## config.mk

```make
export PLATFORM = sky130hd
export DESIGN_NAME = metaball_scan
export DESIGN_NICKNAME = d
export VERILOG_FILES = /design/src/rtl/metaball_pkg.sv /design/src/rtl/metaball_field_sum.sv /design/src/rtl/metaball_scan.sv
export SDC_FILE = /design/constraint.sdc
export NUM_CORES = 1
export LEC_CHECK = 0
export BUFFER_PORTS_ARGS = -buffer_cell sky130_fd_sc_hd__buf_2
export CORE_MARGIN = 1
export CORE_UTILIZATION = 36
export DETAILED_ROUTE_END_ITERATION = 8
export PLACE_DENSITY = 0.68
export SYNTH_ARGS = -nofsm -noshare
export SYNTH_HDL_FRONTEND = slang
export SYNTH_SLANG_ARGS = --single-unit
```

## constraint.sdc

```tcl
create_clock -name clk -period 3 [get_ports clk]
set_input_delay 0 -clock clk [delete_from_list [all_inputs] [get_ports clk]]
set_output_delay 0 -clock clk [all_outputs]
set_load 0.05 [all_outputs]
```

## src/rtl/metaball_pkg.sv

```systemverilog
// metaball_pkg: shared types and constants for the metaball raster scanner.
//   q16_16_t     : Q16.16 fixed point coordinate / field value
//   rgb444_t     : framebuffer colour word
//   scan_state_t : scan controller states
//   sat_x2       : doubling with saturation at all ones (used for 2T / 4T)
package metaball_pkg;

   typedef logic [31:0] q16_16_t;
   typedef logic [11:0] rgb444_t;

   localparam rgb444_t COLOR_BLACK = 12'h000;
   localparam rgb444_t COLOR_WHITE = 12'hFFF;
   localparam rgb444_t SHADE_LUT [4] = '{12'h000, 12'h555, 12'hAAA, 12'hFFF};

   typedef enum logic [2:0] {IDLE, ISSUE, WAIT, WRITE, SWAP} scan_state_t;

   function automatic q16_16_t sat_x2(input q16_16_t v);
      return v[31] ? '1 : {v[30:0], 1'b0};
   endfunction

endpackage

```

## src/rtl/metaball_field_sum.sv

```systemverilog
// field_sum: per-channel sticky capture of metaball results, saturating
// N-way sum and colour quantiser.
//   clr      : clear sticky flags (scanner in ISSUE)
//   cap_en   : accept ball_vld / ball_out (scanner in WAIT)
//   mode     : 0 = binary, 1 = 4-level shaded
//   ball_vld : per-channel result valid
//   ball_out : per-channel Q16.16 value, channel i at [32i+31:32i]
//   all_vld  : every channel captured or arriving this cycle
//   colour   : colour of the captured sum (combinational from registers)
module field_sum
   import metaball_pkg::*;
#(
   parameter int      N_BALLS = 2,
   parameter q16_16_t THRESH  = 32'h0000_8000
) (
   input  logic                  clk,
   input  logic                  rst,
   input  logic                  clr,
   input  logic                  cap_en,
   input  logic                  mode,
   input  logic [N_BALLS-1:0]    ball_vld,
   input  logic [32*N_BALLS-1:0] ball_out,
   output logic                  all_vld,
   output rgb444_t               colour
);

   // enough headroom that N full-scale values cannot wrap before saturation
   localparam int ACC_W = 32 + $clog2(N_BALLS + 1);
   localparam q16_16_t T2 = sat_x2(THRESH);
   localparam q16_16_t T4 = sat_x2(T2);

   logic [N_BALLS-1:0]           sticky;
   logic [N_BALLS-1:0][31:0]     cap;
   logic [ACC_W-1:0]             acc;
   q16_16_t                      sum;
   logic [1:0]                   lvl;

   always_ff @(posedge clk) begin
      if (rst) begin
         sticky <= '0;
         cap    <= '0;
      end else if (clr) begin
         sticky <= '0;
      end else if (cap_en) begin
         for (int i = 0; i < N_BALLS; i++) begin
            if (ball_vld[i]) begin
               sticky[i] <= 1'b1;
               cap[i]    <= ball_out[32*i +: 32];
            end
         end
      end
   end

   assign all_vld = &(sticky | ball_vld);

   always_comb begin
      acc = '0;
      for (int i = 0; i < N_BALLS; i++) acc = acc + ACC_W'(cap[i]);
   end

   assign sum = (|acc[ACC_W-1:32]) ? '1 : acc[31:0];

   always_comb begin
      lvl = 2'd0;
      if      (sum >= T4)     lvl = 2'd3;
      else if (sum >= T2)     lvl = 2'd2;
      else if (sum >= THRESH) lvl = 2'd1;
   end

   always_comb begin
      colour = COLOR_BLACK;
      if (mode) colour = SHADE_LUT[lvl];
      else if (sum >= THRESH) colour = COLOR_WHITE;
   end

endmodule

```

## src/rtl/metaball_scan.sv

```systemverilog
// metaball_scan: raster scan controller for the metaball renderer.
// Steps a Q16.16 sample point over H_PIX x V_PIX, broadcasts it with px_stb,
// waits for every field channel, writes the quantised colour to the back
// framebuffer bank and requests a bank swap at the end of the frame.
//   start/mode         : frame kick-off and colour mode (latched at start)
//   px_stb/p_x/p_y     : sample point broadcast
//   ball_vld/ball_out  : per-channel field results
//   fb_we/fb_bank/fb_addr/fb_din : framebuffer write port
//   swap_req/swap_ack  : bank swap handshake with the display
//   busy/frame_cnt     : status
module metaball_scan
   import metaball_pkg::*;
#(
   parameter int      N_BALLS = 2,
   parameter int      H_PIX   = 32,
   parameter int      V_PIX   = 32,
   parameter q16_16_t STEP    = 32'h0000_8000,
   parameter q16_16_t THRESH  = 32'h0000_8000,
   parameter int      COLOR_W = 12,
   parameter int      ADDR_W  = $clog2(H_PIX*V_PIX)
) (
   input  logic                  clk,
   input  logic                  rst,
   input  logic                  start,
   input  logic                  mode,
   output logic                  px_stb,
   output q16_16_t               p_x,
   output q16_16_t               p_y,
   input  logic [N_BALLS-1:0]    ball_vld,
   input  logic [32*N_BALLS-1:0] ball_out,
   output logic                  fb_we,
   output logic                  fb_bank,
   output logic [ADDR_W-1:0]     fb_addr,
   output logic [COLOR_W-1:0]    fb_din,
   output logic                  swap_req,
   input  logic                  swap_ack,
   output logic                  busy,
   output logic [15:0]           frame_cnt
);

   scan_state_t       state;
   logic              mode_q;
   logic [15:0]       x;
   logic [15:0]       y;
   logic [ADDR_W-1:0] lin;
   logic              all_vld;
   rgb444_t           colour;

   field_sum #(.N_BALLS(N_BALLS), .THRESH(THRESH)) u_sum (
      .clk      (clk),
      .rst      (rst),
      .clr      (state == ISSUE),
      .cap_en   (state == WAIT),
      .mode     (mode_q),
      .ball_vld (ball_vld),
      .ball_out (ball_out),
      .all_vld  (all_vld),
      .colour   (colour)
   );

   // lin tracks y*H_PIX + x directly, so no multiplier is needed
   assign fb_addr = lin;
   assign fb_din  = COLOR_W'(colour);

   always_ff @(posedge clk) begin
      if (rst) begin
         state     <= IDLE;
         mode_q    <= 1'b0;
         x         <= '0;
         y         <= '0;
         lin       <= '0;
         p_x       <= '0;
         p_y       <= '0;
         px_stb    <= 1'b0;
         fb_we     <= 1'b0;
         fb_bank   <= 1'b0;
         swap_req  <= 1'b0;
         busy      <= 1'b0;
         frame_cnt <= '0;
      end else begin
         px_stb <= 1'b0;
         fb_we  <= 1'b0;
         case (state)
            IDLE: if (start) begin
               mode_q <= mode;
               busy   <= 1'b1;
               px_stb <= 1'b1;
               state  <= ISSUE;
            end
            ISSUE: state <= WAIT;
            WAIT: if (all_vld) begin
               fb_we <= 1'b1;
               state <= WRITE;
            end
            WRITE: begin
               if (x < 16'(H_PIX-1)) begin
                  x      <= x + 16'd1;
                  p_x    <= p_x + STEP;
                  lin    <= lin + ADDR_W'(1);
                  px_stb <= 1'b1;
                  state  <= ISSUE;
               end else if (y < 16'(V_PIX-1)) begin
                  x      <= '0;
                  p_x    <= '0;
                  y      <= y + 16'd1;
                  p_y    <= p_y + STEP;
                  lin    <= lin + ADDR_W'(1);
                  px_stb <= 1'b1;
                  state  <= ISSUE;
               end else begin
                  swap_req <= 1'b1;
                  state    <= SWAP;
               end
            end
            SWAP: if (swap_ack) begin
               swap_req  <= 1'b0;
               fb_bank   <= ~fb_bank;
               frame_cnt <= frame_cnt + 16'd1;
               x         <= '0;
               y         <= '0;
               lin       <= '0;
               p_x       <= '0;
               p_y       <= '0;
               busy      <= 1'b0;
               state     <= IDLE;
            end
            default: state <= IDLE;
         endcase
      end
   end

endmodule

```

==> results of run 1 <==
repair_timing:
item,CTS,global route
setup buffers,1,0
endpoints found under the setup margin,12,12
endpoints found under the hold margin,86,0
hold buffers,69,0
pin swaps,1,2
resized for setup,24,11
logic make-up (layout without fill, tap and decap cells):
family,Yosys count,in the layout,synth area share [%]
other cells,1,30,0.04549
buf+inv,91,317,6.223
simple gates,430,430,23.24
compound gates,223,223,16.07
fa+ha+maj,39,39,6.011
flops,167,167,40.56
xor+xnor,62,62,6.588
mux,10,10,1.260
worst max-delay path by stage:
stage,startpoint,end,cells after the start
finish,u_sum.cap[0]$_SDFFE_PP0P_,fb_din[9],13
detailed placement,u_sum.cap[0]$_SDFFE_PP0P_,fb_din[3],13
global placement,u_sum.cap[0]$_SDFFE_PP0P_,fb_din[11],13
floorplan,u_sum.cap[0]$_SDFFE_PP0P_,fb_din[11],12
global route,u_sum.cap[0]$_SDFFE_PP0P_,fb_din[9],13
CTS,u_sum.cap[0]$_SDFFE_PP0P_,fb_din[3],13
final cells by class:
type	instances	area [um^2]	share of cell area [%]
Multi-Input combinational cell	794	4593	42.25
Sequential cell	167	3346	30.77
Timing Repair Buffer	279	1982	18.23
Clock buffer	19	442.9	4.074
Tap cell	280	350.3	3.222
Clock inverter	13	135.1	1.243
Inverter	6	22.52	0.2072
flip-flops by register name, indices dropped and copies added, names as in the netlist:
name,count
u_sum.sticky,2
mode_q,1
frame_cnt,16
p_y,17
state,3
u_sum.cap,64
p_x,17
swap_req,1
fb_bank,1
busy,1
y,16
px_stb,1
fb_we,1
fb_addr,10
x,16
metal layers:
metal	part of all wire, %	wire length, um	vias to the layer above	GRT usage, %
met5	0.061	13	-	0
met2	49	10390	177	32.07
li1	-	-	3951	-
met1	45	9486	3586	21.11
met4	2.0	422	2	6.830
met3	4.0	846	36	3.686
power by group through the flow:
| stage | Combinational (uW) | Sequential [uW] | Clock [uW] |
|---|---|---|---|
| 6_report | 1700 | 2350 | 2160 |
| 3_3_place_gp | 1360 | 2390 | 0 |
| 4_1_cts | 1620 | 2350 | 2220 |
| 5_1_grt | 1790 | 2360 | 2320 |
| 2_1_floorplan | 1290 | 2400 | 0 |
| 3_5_place_dp | 1370 | 2400 | 0 |
cell usage in the layout (no fill, tap or decap), drive strengths merged, types with 6 or more instances in the layout:
master,instances
nand3,25
xor2,43
nor4,6
a211oi,6
dlygate4sd3,69
nor3,10
o211ai,6
and3,28
o21a,9
a21o,7
xnor2,19
a31oi,14
mux2i,7
ha,38
nand2,199
and4,7
a21oi,118
nand4,12
clkbuf,19
buf,210
o21ai,31
dfxtp,167
nor2,113
conb,30
inv,14
or3,11
and2,6
stage by stage:
stage	TNS, ns	setup slack [ns]	util, %	hold slack [ns]
final	-7.297	-0.6460	49.06	0.06877
after global routing	-8.847	-0.7794	49.06	0.08908
after CTS	-7.847	-0.6925	48.81	0.05440
after detailed placement	-4.938	-0.4486	42.72	0.2482
after global placement	-4.569	-0.4122	42.72	0.2418
after floorplan	-0.8996	-0.1543	-	0.1284
worst max-delay path, stage by stage (launching register included):
cell	delay, ns
sky130_fd_sc_hd__dfxtp_2	0.33
sky130_fd_sc_hd__ha_4	0.16
sky130_fd_sc_hd__fa_2	0.33
sky130_fd_sc_hd__a211oi_2	0.19
sky130_fd_sc_hd__o211ai_1	0.13
sky130_fd_sc_hd__a32o_2	0.32
sky130_fd_sc_hd__or4b_4	0.48
sky130_fd_sc_hd__nand3_2	0.08
sky130_fd_sc_hd__o2111ai_2	0.14
sky130_fd_sc_hd__a2111oi_4	0.23
sky130_fd_sc_hd__buf_4	0.16
sky130_fd_sc_hd__and4_4	0.26
sky130_fd_sc_hd__o2111ai_4	0.19
sky130_fd_sc_hd__buf_6	0.22
==> PnR_summary.wiki, run 1 <==
{| class="wikitable"
! Metric !! Value
|-
| Outcome || finished with violations
|-
| Failing checks || setup timing
|-
| CTS Sinks || 167
|-
| Routability cong. || 0.8901
|-
| Area after detailed placement || 9467 um^2
|-
| Area growth from synthesis to final layout || 31.89%
|-
| Type of element launching the critical path || register
|-
| Initial Utilization || 37.20%
|-
| Port bufs || 147
|-
| Transition at the pin with the smallest max-transition slack || 0.9340 ns
|-
| Die area || 23510 um^2
|-
| Critical path class || register to output pin
|-
| Half-perimeter wire length of the detailed placement result || 14400 um
|-
| Internal power || 4111 uW
|-
| Total setup violations reported at the end of the flow || 12
|-
| Average instance area after synthesis || 8.058 um^2
|-
| Inserted Diodes || 0
|-
| Fraction of layout cells with a size suffix above 1 || 20.74%
|-
| WL final || 21160 um
|-
| CTS Buf Count || 17
|-
| Max Fclk || 0.2743 GHz
|-
| RSZ-0062 raised after global routing || yes
|-
| Dominant cell by count in the synthesized netlist || sky130_fd_sc_hd__nand2_1
|-
| Count of flip-flops with a built-in enable after synthesis || 0
|-
| Count of boundary I/O pins || 178
|-
| Reg-to-reg endpoint || p_x[30]$_SDFFE_PP0P_
|-
| Clk Latency, worst-skew pair || 0.43 ns
|-
| Vertical die dimension || 153.3 um
|-
| Net switching fraction of the power || 33.76%
|-
| Static leakage || 0.004679 uW
|-
| Cell accounting for the most synthesized area || sky130_fd_sc_hd__dfxtp_1
|-
| Final Hold Viols || 0
|-
| Top FF cell, synth || sky130_fd_sc_hd__dfxtp_1
|-
| Violation count after the first detailed-route iteration || 363
|-
| IR drop worst, VDD || 0.0007451 V
|-
| Synthesis-stage register bit count || 167
|-
| HP Class || primary input to register
|-
| Final setup skew || 0.008730 ns
|-
| Worst-case setup margin in the final layout || -0.6460 ns
|-
| Combinational fraction of design power || 27.3%
|-
| Largest cells by area after synthesis || sky130_fd_sc_hd__dfxtp_1 41%, sky130_fd_sc_hd__nand2_1 9.1%, sky130_fd_sc_hd__a21oi_1 7.2%, sky130_fd_sc_hd__ha_1 5.8%, sky130_fd_sc_hd__nor2_1 5.1%
|-
| Overall overflow remaining after global route || 0
|-
| Hold path depth || 4
|-
| Syn. warnings || 0
|-
| Number of inserted filler cells in the final layout || 2114
|-
| Die outline width || 153.3 um
|-
| Avg Vias per Cell || 4.976
|-
| Global Route Usage Sum || 18.00%
|-
| Time the final worst path needs with I/O delays and setup || 3.646 ns
|-
| Antenna violations before repair || 1
|-
| Async set or reset register ratio after synthesis || 0%
|-
| Switching power summed over all nets || 2096 uW
|-
| Number of max-cap violations || 0
|-
| Final total power || 6207 uW
|-
| Post-synthesis cell area || 8243 um^2
|-
| Power density over the cells || 570.9 nW/um^2
|-
| Final routed DRC violation total || 0
|-
| Proportion of netlist area held by the largest area contributor || 40.56%
|-
| First-pass GRT wire length || 34600 um
|-
| Portion of total power attributed to the clock network || 34.9%
|-
| Vias in the first global route || 7489
|-
| Post-synthesis sequential area ratio || 40.56%
|-
| Clock-pin slew on the worst setup and hold paths || 0.06 ns
|-
| Clock root buffer master || sky130_fd_sc_hd__clkbuf_16
|-
| CP max FO || 6
|-
| Synth top cells by count || 199 x sky130_fd_sc_hd__nand2_1, 167 x sky130_fd_sc_hd__dfxtp_1, 118 x sky130_fd_sc_hd__a21oi_1, 113 x sky130_fd_sc_hd__nor2_1
|-
| Reg2reg setup slack || 0.47 ns
|-
| Headroom to the max-slew limit || 36.86%
|-
| Clock tree from TritonCTS || done
|-
| Count of distinct cell types in the synthesized netlist || 62
|-
| Data arrival time of the worst path || 3.65 ns
|-
| Launch instance of the worst min-delay path || start
|-
| Worst reg2reg startpoint || y[9]$_SDFFE_PP0P_
|-
| Number of buffers on the longest clock path || 2
|-
| Data required time of the critical path || 3.00 ns
|-
| Fraction of power consumed by sequential logic || 37.8%
|-
| Antenna viol nets, final || 0
|-
| Mean routed wirelength per cell || 13.58 um
|-
| Via total after detailed routing || 7752
|-
| Gate count after technology mapping || 1023
|-
| Detailed-routing iteration count for the pre-antenna-repair pass || 4
|-
| Ratio of final minimum period to clock period || 121.5%
|-
| Largest net degree at the start of global routing || 46
|-
| Worst setup EP type || output pin
|-
| H-tree depth reported by CTS || 4
|-
| Number of nets at the end of the flow || 1375
|-
| Endpoint with the worst hold slack || busy$_SDFFE_PP0P_
|-
| Post-Layout Inst Area || 10870 um^2
|-
| Cell total after placement || 1456
|-
| Cell row count || 54
|-
| FF-to-FF path depth || 10
|-
| Final count of pins violating max slew || 0
|-
| Number of standard cells in the layout, taps in and fillers out || 1558
|-
| Placeable Area || 22160 um^2
|}
Note: power is estimated with default switching activity, not from simulation.
==> run 2, diff against run 1 <==
Settings changed: CORE_UTILIZATION 36 to 47, PLACE_DENSITY 0.68 to 0.82.
==> run 2 against run 1 <==
Against the previous run:
- cell area down 0.77%
- global-route usage up 6.3 points
- clock power down 2%
- wire length up 2.4%
- clock skew down 0.0022 ns
- core utilization up 14 points
- via count up 3.5%
- largest power group unchanged
- hold slack worse by 0.056 ns
- sequential power about the same
- the run still ends with setup timing left
==> PnR_summary.wiki, run 2 (synthesis gave the netlist of run 1 again) <==
{| class="wikitable"
! Metric !! Value
|-
| Number of flip-flops under the largest register name || 64
|-
| Type of element launching the critical path || register
|-
| Largest net degree at the start of global routing || 90
|-
| Transition at the pin with the smallest max-transition slack || 0.8974 ns
|-
| Die area || 18070 um^2
|-
| Cell row count || 48
|-
| Time the final worst path needs with I/O delays and setup || 3.619 ns
|-
| Number of standard cells in the layout, taps in and fillers out || 1503
|-
| Regs by FF count || u_sum.cap (64), p_x (17), p_y (17)
|-
| Number of nets at the end of the flow || 1375
|-
| Via total after detailed routing || 8022
|-
| Count of boundary I/O pins || 178
|-
| Global Route Usage Sum || 24.29%
|-
| Overall overflow remaining after global route || 0
|-
| Most frequent standard cell in the layout excluding fill and tap cells || sky130_fd_sc_hd__nand2_1
|-
| WHS || 0.01272 ns
|-
| Outcome || finished with violations
|-
| Clock root buffer master || sky130_fd_sc_hd__clkbuf_16
|-
| Antenna viol nets, final || 0
|-
| Clock-pin slew on the worst setup and hold paths || 0.06 ns
|-
| Register name with the most flops || u_sum.cap
|-
| Clock tree from TritonCTS || done
|-
| Half-perimeter wire length of the detailed placement result || 14070 um
|-
| Detailed-routing iteration count for the pre-antenna-repair pass || 6
|-
| Vias in the first global route || 7748
|-
| Headroom to the max-slew limit || 40.17%
|-
| HP Class || primary input to register
|-
| Data arrival time of the worst path || 3.62 ns
|-
| Number of max-cap violations || 0
|-
| Initial Utilization || 47.82%
|-
| IR drop worst, VDD || 0.0009440 V
|-
| WL final || 21650 um
|-
| Mean routed wirelength per cell || 14.41 um
|-
| Cell total after placement || 1402
|-
| Setup TNS || -6.969 ns
|-
| Total setup violations reported at the end of the flow || 12
|-
| Violation count after the first detailed-route iteration || 558
|-
| First-pass GRT wire length || 35470 um
|-
| Power density over the cells || 570.4 nW/um^2
|-
| Routability cong. || 0.9265
|-
| RSZ-0062 raised after global routing || yes
|-
| Static leakage || 0.004663 uW
|-
| Antenna violations before repair || 2
|-
| Port bufs || 147
|-
| Final count of pins violating max slew || 0
|-
| CTS Sinks || 167
|-
| Final setup skew || 0.006531 ns
|-
| CTS Buf Count || 17
|-
| Die outline width || 134.4 um
|-
| Clk Latency, worst-skew pair || 0.42 ns
|-
| Avg Vias per Cell || 5.337
|-
| Most used cells in the layout excluding fill and tap cells || 199 x sky130_fd_sc_hd__nand2_1, 165 x sky130_fd_sc_hd__dfxtp_1, 135 x sky130_fd_sc_hd__buf_2
|-
| Number of buffers on the longest clock path || 2
|-
| Fraction of layout cells with a size suffix above 1 || 20.67%
|-
| Max Fclk || 0.2763 GHz
|-
| Ratio of final minimum period to clock period || 120.6%
|-
| Worst setup EP type || output pin
|-
| Area growth from synthesis to final layout || 30.87%
|-
| CP max FO || 6
|-
| Critical path class || register to output pin
|-
| Final Hold Viols || 0
|-
| Failing checks || setup timing
|-
| Worst-case setup margin in the final layout || -0.6188 ns
|-
| Vertical die dimension || 134.4 um
|-
| Number of inserted filler cells in the final layout || 1421
|-
| H-tree depth reported by CTS || 4
|-
| Placeable Area || 17240 um^2
|-
| Final routed DRC violation total || 0
|-
| Data required time of the critical path || 3.00 ns
|}
==> run 2: cell count changes in the layout (fill, tap and decap cells not counted), sizes merged <==
cell	previous run	this run
clkbuf	19	23
dlygate4sd3	69	68
diode	0	1
clkinvlp	1	2
inv	14	8
buf	210	211
==> run 2: what timing repair did <==
item | in CTS | in global routing
gates resized for setup | 27 | 6
cloned | 0 | 0
hold buffers | 68 | 0
hold endpoints to repair | 67 | 0
setup buffers | 0 | 1
endpoints found under the setup margin | 12 | 12
pin swaps | 1 | 3
==> run 2: final cells by class <==
type | instances | area [um^2] | area share [%]
clock buffer | 23 | 488.0 | 4.523
antenna | 1 | 2.502 | 0.02320
tap | 225 | 281.5 | 2.610
timing repair buffer | 279 | 1976 | 18.31
sequential | 167 | 3346 | 31.01
multi-input combinational | 794 | 4583 | 42.48
inverter | 6 | 22.52 | 0.2088
clock inverter | 8 | 88.84 | 0.8235
==> run 2: metrics by stage <==
step	power [uW]	area (um^2)	util (%)	setup WS [ns]
floorplan	3688	8443	-	-0.1543
finish	6153	10790	62.59	-0.6188
global route	6406	10790	62.59	-0.8147
global placement	3742	9405	54.57	-0.2347
detailed placement	3762	9405	54.57	-0.2817
CTS	6156	10750	62.34	-0.6455
==> run 2: worst paths after layout <==
check | slack [ns] | endpoint | cells after the start | from
setup / recovery | -0.62 | fb_din[9] | 13 | u_sum.cap[32]$_SDFFE_PP0P_
hold / removal | 0.01 | u_sum.sticky[0]$_SDFFE_PP0P_ | 4 | ball_vld[0]
setup reg to reg | 0.43 | p_x[28]$_SDFFE_PP0P_ | 10 | y[6]$_SDFFE_PP0P_
hold reg to reg | 0.46 | swap_req$_SDFFE_PP0P_ | 2 | swap_req$_SDFFE_PP0P_
==> run 2: worst max-delay path, cell delays in order, from the launching register on <==
cell                        delay [ns]
sky130_fd_sc_hd__dfxtp_2          0.33
sky130_fd_sc_hd__ha_4             0.16
sky130_fd_sc_hd__fa_2             0.33
sky130_fd_sc_hd__a211oi_2         0.19
sky130_fd_sc_hd__o211ai_1         0.15
sky130_fd_sc_hd__a32o_2           0.31
sky130_fd_sc_hd__or4b_4           0.48
sky130_fd_sc_hd__nand3_2          0.09
sky130_fd_sc_hd__o2111ai_2        0.12
sky130_fd_sc_hd__a2111oi_2        0.23
sky130_fd_sc_hd__buf_4            0.17
sky130_fd_sc_hd__and4_4           0.25
sky130_fd_sc_hd__o2111ai_4        0.18
sky130_fd_sc_hd__buf_6            0.22
==> run 2: where the power goes <==
group | switching [uW] | internal (uW) | total, uW | leakage, uW
clock | 885 | 1240 | 2120 | 0.000276
sequential | 59.6 | 2290 | 2350 | 0.00135
combinational | 1060 | 621 | 1680 | 0.00304
==> run 2: per-layer routing <==
layer	vias to the layer above	wire [um]	share of wire [%]	global-route usage, %
li1	3949	-	-	-
met1	3742	8931	41	27.67
met2	264	10970	51	43.67
met3	65	1150	5.3	5.404
met4	2	597	2.8	9.988
met5	-	8	0.037	0
